--- config.mk ---
export PLATFORM = sky130hd
export DESIGN_NAME = wb_initiator_flat
export DESIGN_NICKNAME = d
export VERILOG_FILES = /design/src/rtl/wb_initiator_if.sv /design/src/rtl/wb_initiator.sv /design/src/flat_wrapper.sv
export SDC_FILE = /design/constraint.sdc
export NUM_CORES = 1
export LEC_CHECK = 0
export CELL_PAD_IN_SITES_DETAIL_PLACEMENT = 0
export CELL_PAD_IN_SITES_GLOBAL_PLACEMENT = 1
export CORE_ASPECT_RATIO = 0.6
export CORE_MARGIN = 4
export CORE_UTILIZATION = 29
export CTS_BUF_LIST = sky130_fd_sc_hd__clkbuf_4
export DETAILED_ROUTE_END_ITERATION = 10
export HOLD_SLACK_MARGIN = 0.05
export PLACE_DENSITY = 0.78
export SLEW_MARGIN = 20
export SYNTH_ARGS = -nofsm -noshare
export SYNTH_HDL_FRONTEND = slang
export SYNTH_SLANG_ARGS = --single-unit
--- constraint.sdc ---
create_clock -name clk -period 3.1 [get_ports clk]
set_input_delay 0.62 -clock clk [delete_from_list [all_inputs] [get_ports clk]]
set_output_delay 0.62 -clock clk [all_outputs]
set_load 0.05 [all_outputs]
--- src/rtl/wb_initiator_if.sv ---
// Client request/response and Wishbone master signals of wb_initiator in one bundle.
// master: the initiator's view; slave: the client plus responder view used by a harness.
interface wb_initiator_if #(
    parameter int ADDR_WIDTH = 32,
    parameter int DATA_WIDTH = 32
);
    logic                  req_valid_i;
    logic                  req_ready_o;
    logic                  req_we_i;
    logic [ADDR_WIDTH-1:0] req_addr_i;
    logic [DATA_WIDTH-1:0] req_data_i;
    logic                  rsp_valid_o;
    logic                  rsp_ready_i;
    logic [DATA_WIDTH-1:0] rsp_data_o;
    logic                  rsp_err_o;
    logic                  busy_o;
    logic                  cyc_o;
    logic                  stb_o;
    logic                  we_o;
    logic [ADDR_WIDTH-1:0] addr_o;
    logic [DATA_WIDTH-1:0] data_o;
    logic [DATA_WIDTH-1:0] data_i;
    logic                  ack_i;

    modport master (
        input  req_valid_i, req_we_i, req_addr_i, req_data_i, rsp_ready_i, data_i, ack_i,
        output req_ready_o, rsp_valid_o, rsp_data_o, rsp_err_o, busy_o,
               cyc_o, stb_o, we_o, addr_o, data_o
    );

    modport slave (
        output req_valid_i, req_we_i, req_addr_i, req_data_i, rsp_ready_i, data_i, ack_i,
        input  req_ready_o, rsp_valid_o, rsp_data_o, rsp_err_o, busy_o,
               cyc_o, stb_o, we_o, addr_o, data_o
    );
endinterface

--- src/rtl/wb_initiator.sv ---
// Wishbone classic single-transfer initiator; WB_TIMEOUT_EN adds an ack watchdog abort.
// Latency: accept to rsp_valid_o >= 2 cycles; at most one transfer every 3 cycles.
// Backpressure: req_ready_o stays low until the held response is taken with rsp_ready_i.
module wb_initiator #(
    parameter int ADDR_WIDTH     = 32,
    parameter int DATA_WIDTH     = 32,
    parameter int TIMEOUT_CYCLES = 255
) (
    input  logic           clk,
    input  logic           rst,
    wb_initiator_if.master bus
);

    typedef enum logic [1:0] {
        S_IDLE = 2'b00,
        S_BUS  = 2'b01,
        S_RESP = 2'b10
    } state_t;

    if (TIMEOUT_CYCLES < 1) begin : g_bad_timeout
        $error("wb_initiator: TIMEOUT_CYCLES must be at least 1");
    end

    state_t                r_state;
    state_t                w_next_state;
    logic                  w_launch;
    logic                  w_finish;
    logic                  w_abort;
    logic                  w_tmo_hit;
    logic                  r_we;
    logic [ADDR_WIDTH-1:0] r_addr;
    logic [DATA_WIDTH-1:0] r_wdata;
    logic [DATA_WIDTH-1:0] r_rsp_data;

`ifdef WB_TIMEOUT_EN
    localparam int CNT_W = $clog2(TIMEOUT_CYCLES + 1);

    logic [CNT_W-1:0] r_cnt;
    logic             r_rsp_err;

    // Fires in the last allowed BUS cycle, so stb_o is high for exactly TIMEOUT_CYCLES.
    assign w_tmo_hit = (r_cnt == CNT_W'(TIMEOUT_CYCLES - 1));

    always_ff @(posedge clk or posedge rst) begin
        if (rst) begin
            r_cnt     <= '0;
            r_rsp_err <= 1'b0;
        end else begin
            if (w_launch) begin
                r_cnt <= '0;
            end else if (r_state == S_BUS && !bus.ack_i) begin
                r_cnt <= r_cnt + CNT_W'(1);
            end
            if (w_finish) begin
                r_rsp_err <= 1'b0;
            end else if (w_abort) begin
                r_rsp_err <= 1'b1;
            end
        end
    end

    assign bus.rsp_err_o = r_rsp_err;
`else
    assign w_tmo_hit     = 1'b0;
    assign bus.rsp_err_o = 1'b0;
`endif

    always_ff @(posedge clk or posedge rst) begin
        if (rst) begin
            r_state <= S_IDLE;
        end else begin
            r_state <= w_next_state;
        end
    end

    // Ack has priority over the watchdog when both land in the same cycle.
    always_comb begin
        w_next_state = r_state;
        w_launch     = 1'b0;
        w_finish     = 1'b0;
        w_abort      = 1'b0;
        unique case (r_state)
            S_IDLE: begin
                if (bus.req_valid_i) begin
                    w_next_state = S_BUS;
                    w_launch     = 1'b1;
                end
            end
            S_BUS: begin
                if (bus.ack_i) begin
                    w_next_state = S_RESP;
                    w_finish     = 1'b1;
                end else if (w_tmo_hit) begin
                    w_next_state = S_RESP;
                    w_abort      = 1'b1;
                end
            end
            S_RESP: begin
                if (bus.rsp_ready_i) begin
                    w_next_state = S_IDLE;
                end
            end
            default: begin
                w_next_state = S_IDLE;
            end
        endcase
    end

    always_ff @(posedge clk or posedge rst) begin
        if (rst) begin
            r_we       <= 1'b0;
            r_addr     <= '0;
            r_wdata    <= '0;
            r_rsp_data <= '0;
        end else begin
            if (w_launch) begin
                r_we    <= bus.req_we_i;
                r_addr  <= bus.req_addr_i;
                r_wdata <= bus.req_data_i;
            end
            if (w_finish) begin
                r_rsp_data <= r_we ? '0 : bus.data_i;
            end else if (w_abort) begin
                r_rsp_data <= '0;
            end
        end
    end

    assign bus.req_ready_o = (r_state == S_IDLE);
    assign bus.busy_o      = (r_state != S_IDLE);
    assign bus.cyc_o       = (r_state == S_BUS);
    assign bus.stb_o       = (r_state == S_BUS);
    assign bus.rsp_valid_o = (r_state == S_RESP);
    assign bus.we_o        = r_we;
    assign bus.addr_o      = r_addr;
    assign bus.data_o      = r_wdata;
    assign bus.rsp_data_o  = r_rsp_data;

endmodule

--- src/flat_wrapper.sv ---
// flat-port wrapper written by rule: the top's interface ports become plain ports
module wb_initiator_flat 
#(
    parameter int ADDR_WIDTH     = 32,
    parameter int DATA_WIDTH     = 32,
    parameter int TIMEOUT_CYCLES = 255
)
  (clk, rst, bus_req_valid_i, bus_req_we_i, bus_req_addr_i, bus_req_data_i, bus_rsp_ready_i, bus_data_i, bus_ack_i, bus_req_ready_o, bus_rsp_valid_o, bus_rsp_data_o, bus_rsp_err_o, bus_busy_o, bus_cyc_o, bus_stb_o, bus_we_o, bus_addr_o, bus_data_o);
  wb_initiator_if #(.ADDR_WIDTH(ADDR_WIDTH), .DATA_WIDTH(DATA_WIDTH)) bus_i ();
  input  logic clk;
  input  logic rst;
  input wire logic [$bits(bus_i.req_valid_i)-1:0] bus_req_valid_i;
  input wire logic [$bits(bus_i.req_we_i)-1:0] bus_req_we_i;
  input wire logic [$bits(bus_i.req_addr_i)-1:0] bus_req_addr_i;
  input wire logic [$bits(bus_i.req_data_i)-1:0] bus_req_data_i;
  input wire logic [$bits(bus_i.rsp_ready_i)-1:0] bus_rsp_ready_i;
  input wire logic [$bits(bus_i.data_i)-1:0] bus_data_i;
  input wire logic [$bits(bus_i.ack_i)-1:0] bus_ack_i;
  output wire logic [$bits(bus_i.req_ready_o)-1:0] bus_req_ready_o;
  output wire logic [$bits(bus_i.rsp_valid_o)-1:0] bus_rsp_valid_o;
  output wire logic [$bits(bus_i.rsp_data_o)-1:0] bus_rsp_data_o;
  output wire logic [$bits(bus_i.rsp_err_o)-1:0] bus_rsp_err_o;
  output wire logic [$bits(bus_i.busy_o)-1:0] bus_busy_o;
  output wire logic [$bits(bus_i.cyc_o)-1:0] bus_cyc_o;
  output wire logic [$bits(bus_i.stb_o)-1:0] bus_stb_o;
  output wire logic [$bits(bus_i.we_o)-1:0] bus_we_o;
  output wire logic [$bits(bus_i.addr_o)-1:0] bus_addr_o;
  output wire logic [$bits(bus_i.data_o)-1:0] bus_data_o;
  assign bus_i.req_valid_i = bus_req_valid_i;
  assign bus_i.req_we_i = bus_req_we_i;
  assign bus_i.req_addr_i = bus_req_addr_i;
  assign bus_i.req_data_i = bus_req_data_i;
  assign bus_i.rsp_ready_i = bus_rsp_ready_i;
  assign bus_i.data_i = bus_data_i;
  assign bus_i.ack_i = bus_ack_i;
  assign bus_req_ready_o = bus_i.req_ready_o;
  assign bus_rsp_valid_o = bus_i.rsp_valid_o;
  assign bus_rsp_data_o = bus_i.rsp_data_o;
  assign bus_rsp_err_o = bus_i.rsp_err_o;
  assign bus_busy_o = bus_i.busy_o;
  assign bus_cyc_o = bus_i.cyc_o;
  assign bus_stb_o = bus_i.stb_o;
  assign bus_we_o = bus_i.we_o;
  assign bus_addr_o = bus_i.addr_o;
  assign bus_data_o = bus_i.data_o;
  wb_initiator #(.ADDR_WIDTH(ADDR_WIDTH), .DATA_WIDTH(DATA_WIDTH), .TIMEOUT_CYCLES(TIMEOUT_CYCLES)) u_core (.clk(clk), .rst(rst), .bus(bus_i));
endmodule
Word level (Yosys, flattened, before mapping)

Index checks and enable logic that the tools add are counted.

Bits in registers: 99
Output and inout bits: 103
Logic and storage cells: 23

Eq/ne operators: 5
Muxes and demuxes: 10
Reduce and logical (&&, ||, !) cells: 3

Operator list:

| kind                 | number |
|---|---|
| $mux W32             | 2 |
| $mux W2              | 3 |
| $ne A2 B2 Y1 const B | 3 |
| $pmux W2 S3          | 1 |
| $mux W1              | 4 |
| $reduce_and A3 Y1    | 1 |
| $eq A2 B1 Y1 const B | 1 |
| $eq A2 B2 Y1 const B | 1 |
| $logic_not A2 Y1     | 1 |
| $reduce_bool A2 Y1   | 1 |

Logic depth before layout (Yosys ltp)

Gate-level depths: netlist of run 1.

Depth in word-level cells: 3
Mapped depth: 4
Gate-level depth less buffers: 2

Worst setup path before layout of run 1

No wires, ideal clock.

Path type: reg2out
From: reg u_core.r_state[0]
To: out bus_busy_o
Arrival time: 1.582 ns
Path slack: 0.898 ns
Stages on the path, launching flop included: 3
Path buffers: 0
Cell sequence: dfrtp_1 -> nor2_1 -> inv_1

Word-level cells in the longest chain between the ends: 1

RTL lines:

| what                   | line                | text |
|---|---|---|
| from (decl)            | wb_initiator.sv:24  | `state_t r_state;` |
| from (signal assigned) | wb_initiator.sv:72  | `r_state <= w_next_state;` |
| $reduce_bool A2 Y1     | wb_initiator.sv:130 | `assign bus.busy_o = (r_state != S_IDLE);` |
| to (decl)              | flat_wrapper.sv:23  | `output wire logic [$bits(bus_i.busy_o)-1:0] bus_busy_o;` |

No other way between the ends.

Worst setup path in the final report of run 1

From: reg u_core.r_state[1]
To: out bus_rsp_valid_o

Word-level cells in the longest chain between the ends: 1

RTL lines:

| what         | line                | text |
|---|---|---|
| $eq A2 B2 Y1 | wb_initiator.sv:133 | `assign bus.rsp_valid_o = (r_state == S_RESP);` |
| to (decl)    | flat_wrapper.sv:20  | `output wire logic [$bits(bus_i.rsp_valid_o)-1:0] bus_rsp_valid_o;` |

No other way between the ends.

==> results of run 1 <==
==> registers in the layout, indices dropped and copies added, names as in the netlist <==
register and count:
u_core.bus.addr_o 32, u_core.bus.data_o 32, u_core.bus.rsp_data_o 32, u_core.bus.we_o 1, u_core.r_state 2
==> cell usage after synthesis, drive strengths merged <==
cell type | n | area share (%)
dfrtp | 99 | 60
nor3b | 1 | 0.30
a21o | 1 | 0.18
nor2 | 2 | 0.18
nor2b | 33 | 5.0
clkbuf | 3 | 0.27
inv | 3 | 0.27
a211oi | 1 | 0.18
mux2 | 97 | 29
and3b | 1 | 0.21
and2b | 1 | 0.18
buf | 13 | 3.9
conb | 1 | 0.091
==> final timing paths <==
path / start / endpoint
worst max-delay path: u_core.r_state[1]$_DFFE_PP0P_ / bus_rsp_valid_o
worst min-delay path: u_core.bus.data_o[26]$_DFFE_PP0P_ / u_core.bus.data_o[26]$_DFFE_PP0P_
worst max register to register: u_core.r_state[1]$_DFFE_PP0P_ / u_core.bus.rsp_data_o[17]$_DFFE_PP0P_
worst min register to register: u_core.bus.data_o[26]$_DFFE_PP0P_ / u_core.bus.data_o[26]$_DFFE_PP0P_
max in group asynchronous: rst / u_core.bus.data_o[20]$_DFFE_PP0P_
min in group asynchronous: rst / u_core.bus.addr_o[8]$_DFFE_PP0P_
==> final cells by class <==
class | count | area [sq um]
Fill cell | 1260 | 7330
Sequential cell | 99 | 2480
Timing Repair Buffer | 207 | 2100
Multi-Input combinational cell | 138 | 1470
Tap cell | 192 | 240
Clock inverter | 6 | 80.1
Clock buffer | 10 | 75.1
Inverter | 3 | 15.0
Antenna cell | 1 | 2.50
==> routing by layer <==
layer,global-route usage [%],wire length [um]
met1,16.4,4630
met2,19.2,4400
met3,5.83,1030
met4,4.16,136
met5,0,0
==> through the flow <==
step	hold WS (ps)	setup WS, ps	std cells
global placement	466	813	639
detailed placement	474	789	639
floorplan	482	898	256
global route	516	400	656
finish	502	535	656
CTS	508	481	655
==> kinds of logic (layout without fill, tap and decap cells) <==
| kind of cell | count (synthesis) | after routing |
|---|---|---|
| simple gates | 38 | 38 |
| other cells | 1 | 2 |
| mux | 97 | 97 |
| buf+inv | 19 | 226 |
| compound gates | 2 | 2 |
| flops | 99 | 99 |
==> impl_metrics.yaml, run 1 <==
timing:
  tns_ps: 0
  clock_skew_ps: 8.16
  rsz0062_at_grt: "false"
  setup_viol: 0
  relSlewSlack_pct: 63.0
  tightest_slew_ps: 553
  slew_viol_final: 0
  finalCritPeriodShare_pct: 82.7
  period_minus_slack_ps: 2570
  fmax_mhz: 390
  finalHoldViolations: 0
setup_path:
  crit_arrival_ps: 1950
  worst_setup_path_start_kind: "flip-flop"
  cp.required_ps: 2480
  crit_fanout: 6
  worstSetupPathType: "reg -> out"
  path_cells: "nor2b_1 -> clkdlybuf4s50_1"
  critPathTopFamily: "buffers and inverters"
  crit_path_top_delay_cell: "clkdlybuf4s50_1"
  crit_path_max_incr_delay_ps: 830
  end_kind: "output port"
  critPathBufInv: 1
  path_depth: 2
  reg2reg_setup_slack_ps: 1370
  reg2reg_depth: 3
floorplan:
  die_height_um: 100
  io_pins: 205
  fp.coreArea_sq_um: 13800
  die_area_sq_um: 16200
  die_w_um: 162
  placementRows: 33
  initial_core_util_pct: 29.9
detailed_routing:
  vias: 2759
  drtAntennaViolNets: 0
  drtPass1Iterations: 4
  drt_iter0_drc: 83
  totalWireLength_mm: 10.2
  drc_errors: 0
  wl_per_cell_um: 15.5
  viasPerCell: 4.21
synth:
  synth_area_sq_um: 4120
  synth-compound-area-share_pct: 0.364
  synth_warnings: 0
  synth_top_family_by_area: "multiplexers"
  synthMuxAreaShare_pct: 29.1
  seq_area_frac_synth_pct: 60.1
  syn-instance-count: 256
  synthAdderAreaFrac_pct: 0
  avgSynthCellArea_sq_um: 16.1
  yosys.area_share.simple_pct: 5.89
  netlist-cell-type-count: 18
  ys_seq_elements: 99
  synthXorXnorAreaFrac_pct: 0
  synth_fp_nets: 358
global_routing:
  grt_pass1_vias: 3124
  grt_max_degree: 100
  gr-total-overflow: 0
  antenna_found_initial: 1
  track_usage_pct: 12.7
  grt_pass1_wl_mm: 16.3
final_layout:
  syn_to_final_growth_pct: 56.7
  fin_area_sq_um: 6460
  drive_gt1_share_pct: 14.7
  layout.cells.most_common: "clkdlybuf4s50_1"
  layout_common_cells: "203 x clkdlybuf4s50_1, 99 x dfrtp_1, 50 x mux2_1, 33 x nor2b_1, 29 x mux2_4"
  utilization_pct: 46.8
  nets: 560
clocking:
  cts_root_buf: "clkbuf_4"
  post_cts_resize_count: 0
  htreeDepth: 3
  numClockSinks: 99
  post_cts_buffers: 0
  clkTransAtPathRegs_ps: 140
  clockBufferDepth: 2
  ctsHoldBuffers: 0
  numCtsBuffers: 9
  cts_tree: "done"
  worstSkewPairLatency_ps: 440
place:
  place_congestion: 0.741
  placed_area_sq_um: 6300
  portBuffers: 203
  dp_hpwl_mm: 7.42
hold_path:
  hold_path_class: "reg -> reg"
  hold-path-cell-count: 1
run_status:
  status: "finished, final reports clean"
run:
  drv_cap: 0
Power of run 1 is not shown: default switching activity piles up to over one toggle a cycle in this logic, so the estimate is an artifact.
==> run 2: changes to the inputs <==
--- a/config.mk
+++ b/config.mk
@@ -9,11 +9,11 @@
 export CELL_PAD_IN_SITES_GLOBAL_PLACEMENT = 1
 export CORE_ASPECT_RATIO = 0.6
 export CORE_MARGIN = 4
-export CORE_UTILIZATION = 29
+export CORE_UTILIZATION = 32
 export CTS_BUF_LIST = sky130_fd_sc_hd__clkbuf_4
 export DETAILED_ROUTE_END_ITERATION = 10
 export HOLD_SLACK_MARGIN = 0.05
-export PLACE_DENSITY = 0.78
+export PLACE_DENSITY = 0.81
 export SLEW_MARGIN = 20
 export SYNTH_ARGS = -nofsm -noshare
 export SYNTH_HDL_FRONTEND = slang
==> constraint.sdc (replaced) <==
create_clock -name clk -period 2.5 [get_ports clk]
set_input_delay 0.5 -clock clk [delete_from_list [all_inputs] [get_ports clk]]
set_output_delay 0.5 -clock clk [all_outputs]
set_load 0.05 [all_outputs]
==> run 2 against run 1 <==
Against the previous run: flip-flop and latch count is the same; worst hold slack lost 2.5 ps; die area fell by 8.8%; clock skew rose by 12 ps; critical path depth unchanged; largest cell class unchanged.
==> impl_metrics.yaml, run 2 (synthesis gave the netlist of run 1 again) <==
run_status:
  status: "finished, final reports clean"
detailed_routing:
  vias: 2770
  totalWireLength_mm: 10.7
  drtAntennaViolNets: 0
  drc_errors: 0
  viasPerCell: 4.39
  drtPass1Iterations: 3
  drt_iter0_drc: 109
  wl_per_cell_um: 17.0
final_layout:
  layout.cells.most_common: "clkdlybuf4s50_1"
  layout_common_cells: "197 x clkdlybuf4s50_1, 99 x dfrtp_1, 50 x mux2_1, 33 x nor2b_1, 29 x mux2_4"
  antenna_cells: 0
  nets: 563
  num-fill-cells: 1046
  syn_to_final_growth_pct: 56.3
  drive_gt1_share_pct: 15.9
setup_path:
  crit_fanout: 7
  critPathBufInv: 1
  cp.required_ps: 2000
  worstSetupPathType: "reg -> out"
  path_cells: "nor2b_1 -> dlygate4sd2_1"
  crit_path_top_delay_cell: "dlygate4sd2_1"
  critPathTopFamily: "buffers and inverters"
  crit_arrival_ps: 1660
  reg2reg_setup_slack_ps: 850
  crit_path_max_incr_delay_ps: 560
  end_kind: "output port"
  worst_setup_path_start_kind: "flip-flop"
timing:
  slew_viol_final: 0
  clock_skew_ps: 19.8
  tightest_slew_ps: 577
  relSlewSlack_pct: 61.5
  finalHoldViolations: 0
  period_minus_slack_ps: 2160
  tns_ps: 0
  setup_viol: 0
  fmax_mhz: 462
  fin_hold_ws_ps: 499
  finalCritPeriodShare_pct: 86.6
  rsz0062_at_grt: "false"
hold_path:
  hold_path_class: "reg -> reg"
run:
  drv_cap: 0
global_routing:
  grt_max_degree: 100
  grt_pass1_vias: 3138
  antenna_found_initial: 0
  track_usage_pct: 14.7
  gr-total-overflow: 0
  grt_pass1_wl_mm: 17.1
clocking:
  clkTransAtPathRegs_ps: 150
  cts_tree: "done"
  numCtsBuffers: 9
  htreeDepth: 3
  worstSkewPairLatency_ps: 430
  ctsHoldBuffers: 0
  post_cts_buffers: 0
  clockBufferDepth: 2
  cts_root_buf: "clkbuf_4"
  numClockSinks: 99
floorplan:
  die_area_sq_um: 14800
  initial_core_util_pct: 33.4
  die_w_um: 155
  die_height_um: 95.9
  fp.coreArea_sq_um: 12300
  placementRows: 31
  io_pins: 205
place:
  dp_hpwl_mm: 8.13
  portBuffers: 203
  place_congestion: 0.760
## run 2: cell types whose count changed in the layout (fill, tap and decap cells not counted)
cell / before / now
clkinv_4: 0 / 3
diode_2: 1 / 0
dlymetal6s2s_1: 0 / 1
clkinv_1: 2 / 1
bufinv_16: 2 / 0
clkdlybuf4s50_1: 203 / 197
dlygate4sd2_1: 0 / 3
buf_12: 3 / 6
buf_4: 1 / 3
## run 2: metal layers
layer / global-route usage, % / part of all wire, % / vias up / wire, um
li1: - / - / 1271 / -
met1: 18.8 / 44 / 1376 / 4690
met2: 23.2 / 46 / 114 / 4940
met3: 6.47 / 9.4 / 9 / 1010
met4: 3.31 / 0.87 / 0 / 93
met5: 0 / 0 / - / 0
## run 2: final timing paths
kind                                                   start                                    end  cells past startpoint
setup / recovery               u_core.r_state[0]$_DFFE_PP0P_                        bus_rsp_valid_o                      2
hold / removal             u_core.bus.addr_o[25]$_DFFE_PP0P_      u_core.bus.addr_o[25]$_DFFE_PP0P_                      1
setup reg to reg               u_core.r_state[0]$_DFFE_PP0P_      u_core.bus.data_o[16]$_DFFE_PP0P_                      3
hold reg to reg            u_core.bus.addr_o[25]$_DFFE_PP0P_      u_core.bus.addr_o[25]$_DFFE_PP0P_                      1
max in group asynchronous                                rst          u_core.r_state[1]$_DFFE_PP0P_                      3
min in group asynchronous                                rst  u_core.bus.rsp_data_o[20]$_DFFE_PP0P_                      3
## run 2: what timing repair did
item / in CTS / in global routing
resized for setup: 3 / 1
setup endpoints to repair: 3 / 1
gates cloned: 0 / 0
## run 2: final cells by class
type	count	area, sq um	share of cell area, %
flip-flops and latches	99	2480	38.5
repair buffers	210	2150	33.4
multi-input cells	138	1470	22.8
well taps	165	206	3.21
clock buffers	10	75.1	1.17
clock inverters	6	42.5	0.661
inverters	3	15.0	0.233
## run 2: per-stage QoR
step / std cells / worst slack (ps) / instance area (sq um) / util (%)
final: 631 / 336 / 6440 / 52.2
after global routing: 631 / 206 / 6440 / 52.2
after CTS: 631 / 6.42 / 6440 / 52.2
after detailed placement: 615 / 300 / 6320 / 51.3
after global placement: 615 / 351 / 6320 / 51.3
after floorplan: 256 / 418 / 4130 / -
Power of run 2 is left out for the same reason.
